===== src/rtl/seq_decoder_pkg.sv =====
// rtl/seq_decoder_pkg.sv - shared state and mode encodings for seq_decoder
package seq_decoder_pkg;

    typedef enum logic [1:0] {
        IDLE = 2'd0,
        HOLD = 2'd1,
        SCAN = 2'd2
    } state_t;

    localparam logic MODE_DIRECT = 1'b0;
    localparam logic MODE_SCAN   = 1'b1;

endpackage


===== src/rtl/seq_decoder_onehot_dec.sv =====
// rtl/seq_decoder_onehot_dec.sv - combinational SEL_W to 2**SEL_W one-hot decode
module onehot_dec #(
    parameter int SEL_W = 2
) (
    input  logic [SEL_W-1:0]      sel,
    output logic [(2**SEL_W)-1:0] onehot
);

    always_comb begin
        onehot      = '0;
        onehot[sel] = 1'b1;
    end

endmodule


===== src/rtl/seq_decoder.sv =====
// rtl/seq_decoder.sv - registered one-hot decoder with DIRECT/SCAN modes (option: SEQ_DECODER_SCAN_DOWN_EN)
module seq_decoder
    import seq_decoder_pkg::*;
#(
    parameter int SEL_W = 2,
    parameter int DWELL = 4
) (
    input  logic                  clk,
    input  logic                  rst_n,
    input  logic                  en,
    input  logic                  load,
    input  logic                  mode,
    input  logic [SEL_W-1:0]      sel,
`ifdef SEQ_DECODER_SCAN_DOWN_EN
    input  logic                  dir,
`endif
    output logic [(2**SEL_W)-1:0] out,
    output logic                  valid,
    output logic [SEL_W-1:0]      idx,
    output logic                  wrap
);

    localparam int N_OUT = 2**SEL_W;
    localparam int CW    = (DWELL > 1) ? $clog2(DWELL) : 1;
    localparam logic [CW-1:0] DWELL_LAST = CW'(DWELL - 1);

    generate
        if (DWELL < 1 || DWELL > 65535) begin : g_bad_dwell
            $error("seq_decoder: DWELL must be in 1..65535");
        end
    endgenerate

    state_t             state, state_n;
    logic [CW-1:0]      cnt, cnt_n;
    logic [SEL_W-1:0]   idx_n;
    logic [N_OUT-1:0]   out_n;
    logic               valid_n;
    logic               wrap_n;
    logic [N_OUT-1:0]   dec_out;
    logic               scan_down;
    logic               scan_down_n;

    onehot_dec #(.SEL_W(SEL_W)) u_dec (
        .sel    (sel),
        .onehot (dec_out)
    );

`ifdef SEQ_DECODER_SCAN_DOWN_EN
    logic dir_q;

    always_ff @(posedge clk or negedge rst_n) begin
        if (!rst_n) begin
            dir_q <= 1'b0;
        end else begin
            dir_q <= scan_down_n;
        end
    end

    assign scan_down = dir_q;
`else
    assign scan_down = 1'b0;
`endif

    always_ff @(posedge clk or negedge rst_n) begin
        if (!rst_n) begin
            state <= IDLE;
            cnt   <= '0;
            idx   <= '0;
            out   <= '0;
            valid <= 1'b0;
            wrap  <= 1'b0;
        end else begin
            state <= state_n;
            cnt   <= cnt_n;
            idx   <= idx_n;
            out   <= out_n;
            valid <= valid_n;
            wrap  <= wrap_n;
        end
    end

    always_comb begin
        state_n     = state;
        cnt_n       = cnt;
        idx_n       = idx;
        out_n       = out;
        valid_n     = valid;
        wrap_n      = 1'b0;
        scan_down_n = scan_down;

        if (!en) begin
            // idx is deliberately retained so software can see the last position
            state_n = IDLE;
            cnt_n   = '0;
            out_n   = '0;
            valid_n = 1'b0;
        end else if (load) begin
            idx_n   = sel;
            cnt_n   = '0;
            out_n   = dec_out;
            valid_n = 1'b1;
            state_n = (mode == MODE_SCAN) ? SCAN : HOLD;
`ifdef SEQ_DECODER_SCAN_DOWN_EN
            scan_down_n = dir;
`endif
        end else if (state == SCAN) begin
            if (cnt == DWELL_LAST) begin
                cnt_n = '0;
                if (scan_down) begin
                    idx_n  = idx - 1'b1;
                    out_n  = {out[0], out[N_OUT-1:1]};
                    wrap_n = (idx == '0);
                end else begin
                    idx_n  = idx + 1'b1;
                    out_n  = {out[N_OUT-2:0], out[N_OUT-1]};
                    wrap_n = (&idx);
                end
            end else begin
                cnt_n = cnt + 1'b1;
            end
        end
    end

endmodule


===== config.mk =====
export PLATFORM = sky130hd
export DESIGN_NAME = seq_decoder
export DESIGN_NICKNAME = d
export VERILOG_FILES = /design/src/rtl/seq_decoder_pkg.sv /design/src/rtl/seq_decoder_onehot_dec.sv /design/src/rtl/seq_decoder.sv
export SDC_FILE = /design/constraint.sdc
export NUM_CORES = 1
export LEC_CHECK = 0
export CORE_MARGIN = 5
export CORE_UTILIZATION = 29
export DETAILED_ROUTE_END_ITERATION = 10
export GPL_TIMING_DRIVEN = 0
export PLACE_DENSITY = 0.5
export SLEW_MARGIN = 20
export SYNTH_ARGS = -nofsm -noshare
export SYNTH_HDL_FRONTEND = slang
export SYNTH_HIERARCHICAL = 1
export SYNTH_SLANG_ARGS = --single-unit

===== constraint.sdc =====
create_clock -name clk -period 3.8 [get_ports clk]
set_clock_uncertainty 0.1 [all_clocks]
set_input_delay 0.95 -clock clk [delete_from_list [all_inputs] [get_ports clk]]
set_output_delay 0.95 -clock clk [all_outputs]
set_load 0.01 [all_outputs]

## Word level (Yosys, flattened, before mapping)

Index checks and enable logic that the tools add are counted.

- Register bits after elaboration: 12
- Bits of input ports: 7
- Bits in latches: 0
- Word-level logic and storage cells: 43
- Memories kept: 0
- Output and inout port bits: 8
- Memory bits (read-only): 0
- RAM bits: 0

- $add $sub $neg: 2
- Reduce and logical (&&, ||, !) cells: 6
- Bitwise gates (word level): 0
- Order comparisons: 2
- Multiply operators: 0
- Divide/modulo/power cells: 0
- Equality and inequality tests: 5
- Shifts and indexed selects: 0
- Mux-type cells: 22

Operator list:

| operator | count |
|---|---|
| 2-bit two-way mux | 10 |
| 4-bit two-way mux | 4 |
| 1-bit two-way mux | 7 |
| 3-bit by 1-bit != test with 1-bit output (second input constant) | 2 |
| 2-bit by 1-bit adder with 2-bit output (second input constant) | 2 |
| 2-bit equality test (second input constant) | 2 |
| 2-bit AND reduction | 2 |
| 2-bit nonzero test | 2 |
| 2-bit by 3-bit < comparator with 1-bit output (second input constant) | 1 |
| 3-bit AND reduction | 1 |
| 1-bit demux with 2-bit select | 1 |
| 2-bit by 1-bit greater-or-equal comparator with 1-bit output (second input constant) | 1 |
| 2-bit by 1-bit != test with 1-bit output (second input constant) | 1 |
| 1-bit logical AND | 1 |

## Longest topological paths before layout

Gate-level depths: netlist (run 1).

- Word-level depth: 6
- Gate-level depth with buffers: 5
- Depth with buffers taken out: 4

## By module

Netlist (run 1), hierarchy kept.

Modules (own cells, without submodules):

| module | area each (um^2) | cells an instance | instances |
|---|---|---|---|
| seq_decoder | 589.3 | 56 | 1 |
| onehot_dec | 26.3 | 4 | 1 |

## Worst setup path before layout (run 1)

OpenSTA, ideal clock, no wires.

- Path type: input to register
- From: in load
- To: reg idx[0]
- Data required time: 3.577 ns
- Setup time: 0.123 ns
- Path slack: 2.071 ns
- Data arrival time: 1.506 ns
- Stages: 4
- Path buffers: 1
- Cell sequence: buf_4 -> inv_1 -> a21boi_1 -> o221a_2

- Word-level cells in the longest chain between the ends: 2
- Elaborated cells between the ends (all ways): 4

Ends and longest elaborated chain:

| element | RTL line | RTL |
|---|---|---|
| start: declaration | seq_decoder.sv:11 | `input logic load,` |
| 2-bit nonzero test (no source line) | n/a |  |
| 3-bit AND reduction (no source line) | n/a |  |
| end signal: assignment | seq_decoder.sv:75 | `idx <= idx_n;` |
| end: declaration | seq_decoder.sv:19 | `output logic [SEL_W-1:0] idx,` |

Parallel ways exist; a longest one is shown, timed or not.
A chain may end at the register's enable or synchronous reset.

## Worst setup path in the final report (run 1)

- From: reg idx[0]
- To: out idx[0]

No word-level cell between the ends.

==> metrics.cfg, run 1 <==
[clocking]
clock_latency_ps=270
cts-root-buf=clkbuf_4
clock-sinks=12
cts_hold_buf=0
cts_resized=0
h-tree-depth=1
cts_tree=yes
clockBufferDepth=2
cts_made_buffers=3
postCtsSetupRepairBufs=0
clkTransAtPathRegs_ps=70

[worst_hold_path]
min-delay-path-class=flip-flop to flip-flop

[routing]
drtIter0Drc=3
drc=0
viasPerCell=4.648
wl_per_cell_um=11.65
drtAntennaViolNets=0
wl_mm=1.223
dr.pass1.iters=2
vias=488

[placement]
hpwl_um=926.9
gp_congestion=0.6930
numPortBuffers=14
pre_cts_ws_ps=1541

[worst_setup_path]
cp_data_arrival_time_ps=1220
ff2ff_setup_slack_ps=2390
start_kind=flip-flop
r2r_end=out[3]
cp_max_fo=4
worstPathRequired_ps=2750
critPathKind=flip-flop to output port
reg2reg_depth=5
cp.depth=1
cp_top_family=buffers and inverters
crit_end=idx[0]
cp_slowest_cell=clkdlybuf4s50_1
r2r-start=cnt[0]
critPathMaxStageDelay_ps=560
critPathBufInv=1
cp-startpoint=idx[0]
path_cells=clkdlybuf4s50_1
crit_path_end_kind=output port

[die]
die_w_um=56.08
rows=16
initial_core_util_pct=30.75
io_pins=15
die-area_sq_um=3144
die_h_um=56.08
core_sq_um=2002

[status]
status=completed

[logic_synthesis]
syn-cell-area_sq_um=615.6
ys_types=25
synth-seq-cells=12
synth_nets=69
synth_cells=60
synth-seq-area-share_pct=48.78
synth_area_per_cell_sq_um=10.26
yosys_warnings=6

[timing]
whs_ps=395.8
finalSetupViolations=0
relSlewSlack_pct=63.49
setup_tns_ps=0
maxSlewViolCount=0
layout_setup_ws_ps=1526
grt_setup_unrepaired=no
tightest_slew_ps=545.9
timing.fmax_ghz=0.4397
fin_crit_ps=2274
hold_viol=0
post-route-period-util_pct=59.85

[cells_and_area]
nets=88
fillers=205
layout-drive-gt1-share_pct=14.10
area_delta_synth_final_pct=34.15
antennaDiodeCount=0

[grt]
grt_pass1_wl_mm=2.180
grt-ovfl-total=0
grt.total_usage_pct=8.995
antenna_found_initial=0
grt_pass1_vias=497
grt_max_degree=13

[flow_run]
timing.max_cap.violations=0

[power_and_ir_drop]
ir_drop_uv=144.5
powerDensity_nw_per_um2=352.4
leakagePower_nw=0.3934

==> cells in the mapped netlist <==
| library cell | count | area share [%] |
|---|---|---|
| nand2b_1 | 2 | 2.0 |
| o21ai_0 | 5 | 4.1 |
| nand3b_4 | 1 | 3.3 |
| o32a_1 | 1 | 1.6 |
| buf_4 | 1 | 1.2 |
| and2_2 | 1 | 1.2 |
| o21a_1 | 2 | 2.4 |
| xnor2_1 | 1 | 1.4 |
| and2b_2 | 1 | 1.4 |
| buf_2 | 2 | 1.6 |
| and3b_1 | 1 | 1.4 |
| nand2_1 | 5 | 3.0 |
| o221a_2 | 1 | 1.8 |
| inv_1 | 1 | 0.61 |
| and2b_1 | 1 | 1.2 |
| nor2b_1 | 3 | 3.0 |
| and3_1 | 1 | 1.0 |
| a21oi_1 | 8 | 6.5 |
| mux2i_1 | 2 | 3.3 |
| ha_1 | 2 | 4.1 |
| and2_1 | 1 | 1.0 |
| nor2_1 | 3 | 1.8 |
| nand3_1 | 1 | 0.81 |
| dfrtp_1 | 12 | 49 |
| a21boi_1 | 1 | 1.2 |
==> through the flow <==
step                area (sq um)  total power, mW  cells  util, %
floorplan                  615.6           0.1669     60        -
global placement           789.5           0.1938    101    39.44
detailed placement         789.5           0.1942    101    39.44
CTS                        825.8           0.2961    105    41.25
global route               825.8           0.3098    105    41.25
finish                     825.8           0.2910    105    41.25
==> sequential cells by signal, summed over array words and instances, names as in the netlist <==
signal,cells
out,4
cnt,2
wrap,1
state,2
idx,2
valid,1
==> cell usage in the layout (no fill, tap or decap) <==
master / n
nand3b_4: 1
clkbuf_8: 1
nor2b_1: 3
dfrtp_1: 12
a21boi_1: 1
mux2i_1: 2
and3b_1: 1
nor2_1: 3
and3_1: 1
xnor2_1: 1
inv_1: 1
nand2_1: 5
o21ai_0: 5
and2b_2: 1
o21a_1: 2
o32a_1: 1
buf_4: 1
clkdlybuf4s50_1: 14
a21oi_1: 8
nand3_1: 1
and2_2: 1
ha_1: 2
o221a_2: 1
buf_2: 2
and2b_1: 1
nand2b_1: 2
and2_1: 1
clkbuf_4: 3
==> kinds of logic after synthesis <==
kind of cell,Yosys count,synth area share (%)
flops,12,48.78
xor+xnor,1,1.423
mux,2,3.252
compound gates,18,17.68
buf+inv,4,3.455
fa+ha+maj,2,4.064
simple gates,21,21.34
==> how the worst min path moves through the flow <==
stage,cells after the start,to,from
2_1_floorplan,2,cnt[1],cnt[1]
3_3_place_gp,1,valid,valid
3_5_place_dp,1,valid,valid
4_1_cts,1,valid,valid
5_1_grt,1,valid,valid
6_report,1,valid,valid
==> cell type report <==
| type | count | area (sq um) | share of cell area, % |
|---|---|---|---|
| clock buffer | 4 | 36.28 | 4.394 |
| sequential | 12 | 300.3 | 36.36 |
| buffer | 3 | 17.52 | 2.121 |
| multi-input combinational | 44 | 294.0 | 35.61 |
| tap | 27 | 33.78 | 4.091 |
| timing repair buffer | 14 | 140.1 | 16.97 |
| inverter | 1 | 3.754 | 0.4545 |
==> metal layers <==
metal | GRT usage [%] | vias up | share of wire, %
met5 | 0 | - | 0
met4 | 7.119 | 0 | 2.3
met3 | 2.552 | 2 | 5.1
met2 | 13.36 | 12 | 45
met1 | 10.72 | 229 | 48
li1 | - | 245 | -
==> report_power, final <==
part           internal (mW)  switching (mW)  leakage, nW
Clock                 0.0581          0.0422       0.0210
Combinational         0.0282          0.0207        0.217
Sequential             0.135         0.00655        0.156
No activity file was read; power rests on OpenSTA's default activity.
==> run 2: changes to the inputs <==
==> constraint.sdc (replaced) <==
create_clock -name clk -period 2.1 [get_ports clk]
set_clock_uncertainty 0.1 [all_clocks]
set_input_delay 0.525 -clock clk [delete_from_list [all_inputs] [get_ports clk]]
set_output_delay 0.525 -clock clk [all_outputs]
set_load 0.01 [all_outputs]
==> results of run 2 <==
The final DEF is identical to that of run 1. Status: completed.
Main changes from that run: setup slack after placement 1541 ps -> 265.5 ps; setup slack after layout 1526 ps -> 250.6 ps; register-to-register setup slack 2390 ps -> 690 ps; total power 0.2910 mW -> 0.5266 mW; worst IR drop on VDD 144.5 uV -> 261.5 uV
==> run 3: changes to the inputs <==
--- a/config.mk
+++ b/config.mk
@@ -6,10 +6,10 @@
 export NUM_CORES = 1
 export LEC_CHECK = 0
 export CORE_MARGIN = 5
-export CORE_UTILIZATION = 29
+export CORE_UTILIZATION = 45
 export DETAILED_ROUTE_END_ITERATION = 10
 export GPL_TIMING_DRIVEN = 0
-export PLACE_DENSITY = 0.5
+export PLACE_DENSITY_LB_ADDON = 0.15
 export SLEW_MARGIN = 20
 export SYNTH_ARGS = -nofsm -noshare
 export SYNTH_HDL_FRONTEND = slang
==> run 3 against run 2 <==
Against the previous run:
- fmax fell by 0.54%
- highest routed layer unchanged
- non-clock buffer count did not move
- sequential cell count did not move
- utilization rose by 21 points
- die area fell by 30%
- power rose by 0.61%
- sequential share of layout area rose by 0.67 points
- first-iteration DRC count rose to 5.0 times the previous value
- routed wire length fell by 2.4%
- via count rose by 1.2%
- clock-buffer cell count did not move
==> metrics.cfg, run 3 (same netlist as run 1, synthesis figures left out) <==
[clocking]
cts-root-buf=clkbuf_4  ; unchanged
h-tree-depth=1  ; unchanged
cts_made_buffers=3  ; unchanged
postCtsSetupRepairBufs=0  ; unchanged
clock_latency_ps=280  ; was 270 ps
clockBufferDepth=2  ; unchanged
cts_tree=yes  ; unchanged
clkTransAtPathRegs_ps=70  ; about the same
cts_resized=0  ; unchanged
cts_hold_buf=0  ; unchanged
clock-sinks=12  ; unchanged

[grt]
antenna_found_initial=0  ; unchanged
grt_max_degree=13  ; unchanged
grt_pass1_vias=479  ; was 497
grt_pass1_wl_mm=2.097  ; was 2.180 mm
grt-ovfl-total=0  ; unchanged
grt.total_usage_pct=13.59  ; was 8.995%

[timing]
finalSetupViolations=0  ; unchanged
setup_tns_ps=0  ; unchanged
timing.fmax_ghz=0.5378  ; was 0.5407 GHz
hold_viol=0  ; unchanged
maxSlewViolCount=0  ; unchanged
tightest_slew_ps=529.2  ; was 545.9 ps
fin_crit_ps=1859  ; was 1849 ps
grt_setup_unrepaired=no  ; unchanged
relSlewSlack_pct=64.61  ; was 63.49%
post-route-period-util_pct=88.54  ; was 88.07%

[cells_and_area]
multiInputGateArea_sq_um=294.0  ; unchanged
nets=88  ; unchanged
largest_register_ffs=4  ; unchanged
instances_no_fill=93  ; was 105
fillers=120  ; was 205
mostFrequentLayoutCell=clkdlybuf4s50_1  ; unchanged
most-common-layout-cells=clkdlybuf4s50_1, dfrtp_1, a21oi_1  ; unchanged
antennaDiodeCount=0  ; unchanged
regArea_sq_um=300.3  ; unchanged
area_delta_synth_final_pct=31.71  ; was 34.15%
layout-drive-gt1-share_pct=14.10  ; unchanged
top_register=out  ; unchanged

[worst_hold_path]
min-delay-path-class=flip-flop to flip-flop  ; unchanged
hold_path_depth=1  ; unchanged
hp-start=valid  ; unchanged
hold_path_end=valid  ; unchanged

[power_and_ir_drop]
powerDensity_nw_per_um2=653.4  ; was 637.7 nW/um^2
ir_drop_uv=391.3  ; was 261.5 uV
pwr-share-seq_pct=48.4  ; was 48.7%
comb_power_share_pct=16.7  ; was 16.8%
p_clk_share_pct=34.9  ; was 34.5%
p_total_mw=0.5298  ; was 0.5266 mW
switching_share_pct=24.34  ; was 23.89%
p_sw_mw=0.1290  ; was 0.1258 mW
p_int_mw=0.4008  ; about the same
leakagePower_nw=0.3934  ; unchanged

[routing]
drtAntennaViolNets=0  ; unchanged
dr.pass1.iters=4  ; was 2
wl_mm=1.194  ; was 1.223 mm
drtIter0Drc=15  ; was 3
vias=494  ; was 488
drc=0  ; unchanged
viasPerCell=5.312  ; was 4.648
wl_per_cell_um=12.84  ; was 11.65 um

[die]
rows=13  ; was 16
die_w_um=46.99  ; was 56.08 um
core_sq_um=1301  ; was 2002 sq um
die-area_sq_um=2208  ; was 3144 sq um
die_h_um=46.99  ; was 56.08 um
initial_core_util_pct=47.31  ; was 30.75%
io_pins=15  ; unchanged

[worst_setup_path]
worstPathRequired_ps=1470  ; about the same
ff2ff_setup_slack_ps=670  ; was 690 ps
critPathKind=flip-flop to output port  ; unchanged
cp_max_fo=4  ; unchanged
cp_slowest_cell=clkdlybuf4s50_1  ; unchanged
path_cells=clkdlybuf4s50_1  ; unchanged
cp_top_family=buffers and inverters  ; unchanged
cp-startpoint=idx[0]  ; unchanged
reg2reg_depth=5  ; unchanged
crit_path_end_kind=output port  ; unchanged
r2r-start=cnt[0]  ; unchanged
cp_data_arrival_time_ps=1230  ; was 1220 ps
start_kind=flip-flop  ; unchanged
r2r_end=out[3]  ; unchanged
critPathBufInv=1  ; unchanged
critPathMaxStageDelay_ps=560  ; about the same

[placement]
hpwl_um=908.4  ; was 926.9 um
numPortBuffers=14  ; unchanged
gp_congestion=0.7155  ; was 0.6930
dp.cells=89  ; was 101

[status]
status=completed  ; unchanged

[flow_run]
timing.max_cap.violations=0  ; unchanged

run 3: cell counts in the layout (fill, tap and decap cells not counted):
Identical to the previous run, type by type.
run 3: power by group through the flow:
stage               logic (mW)  registers [mW]  clock network [mW]
CTS                     0.0899           0.256               0.185
floorplan               0.0375           0.265                   0
global route            0.0985           0.259               0.198
finish                  0.0885           0.256               0.185
global placement        0.0885           0.260                   0
detailed placement      0.0897           0.260                   0
run 3: worst max-delay path by stage:
| stage | endpoint | depth (start not counted) | slack, ps |
|---|---|---|---|
| 6_report | idx[0] | 1 | 240 |
| 3_3_place_gp | idx[0] | 5 | 280 |
| 4_1_cts | idx[0] | 1 | 240 |
| 5_1_grt | idx[0] | 1 | 190 |
| 2_1_floorplan | idx[1] | 3 | 750 |
| 3_5_place_dp | idx[0] | 5 | 260 |
run 3: layer usage:
metal	track usage, %	routed length (um)
met4	4.972	20
met3	2.299	73
met1	19.19	565
met2	20.87	534
met5	0	0
run 3: metrics by stage:
step	util (%)	worst slack, ps	hold slack (ps)	cell area, sq um
floorplan	-	745.6	129.4	615.6
global placement	59.52	276.1	361.1	774.5
detailed placement	59.52	263.2	366.3	774.5
CTS	62.31	239.1	382.8	810.8
global route	62.31	186.7	414.7	810.8
finish	62.31	240.6	382.5	810.8
run 3: final cells by class:
type	count	share of cell area, %
Timing Repair Buffer	14	17.28
Inverter	1	0.4630
Tap cell	15	2.315
Clock buffer	4	4.475
Multi-Input combinational cell	44	36.27
Sequential cell	12	37.04
Buffer	3	2.160
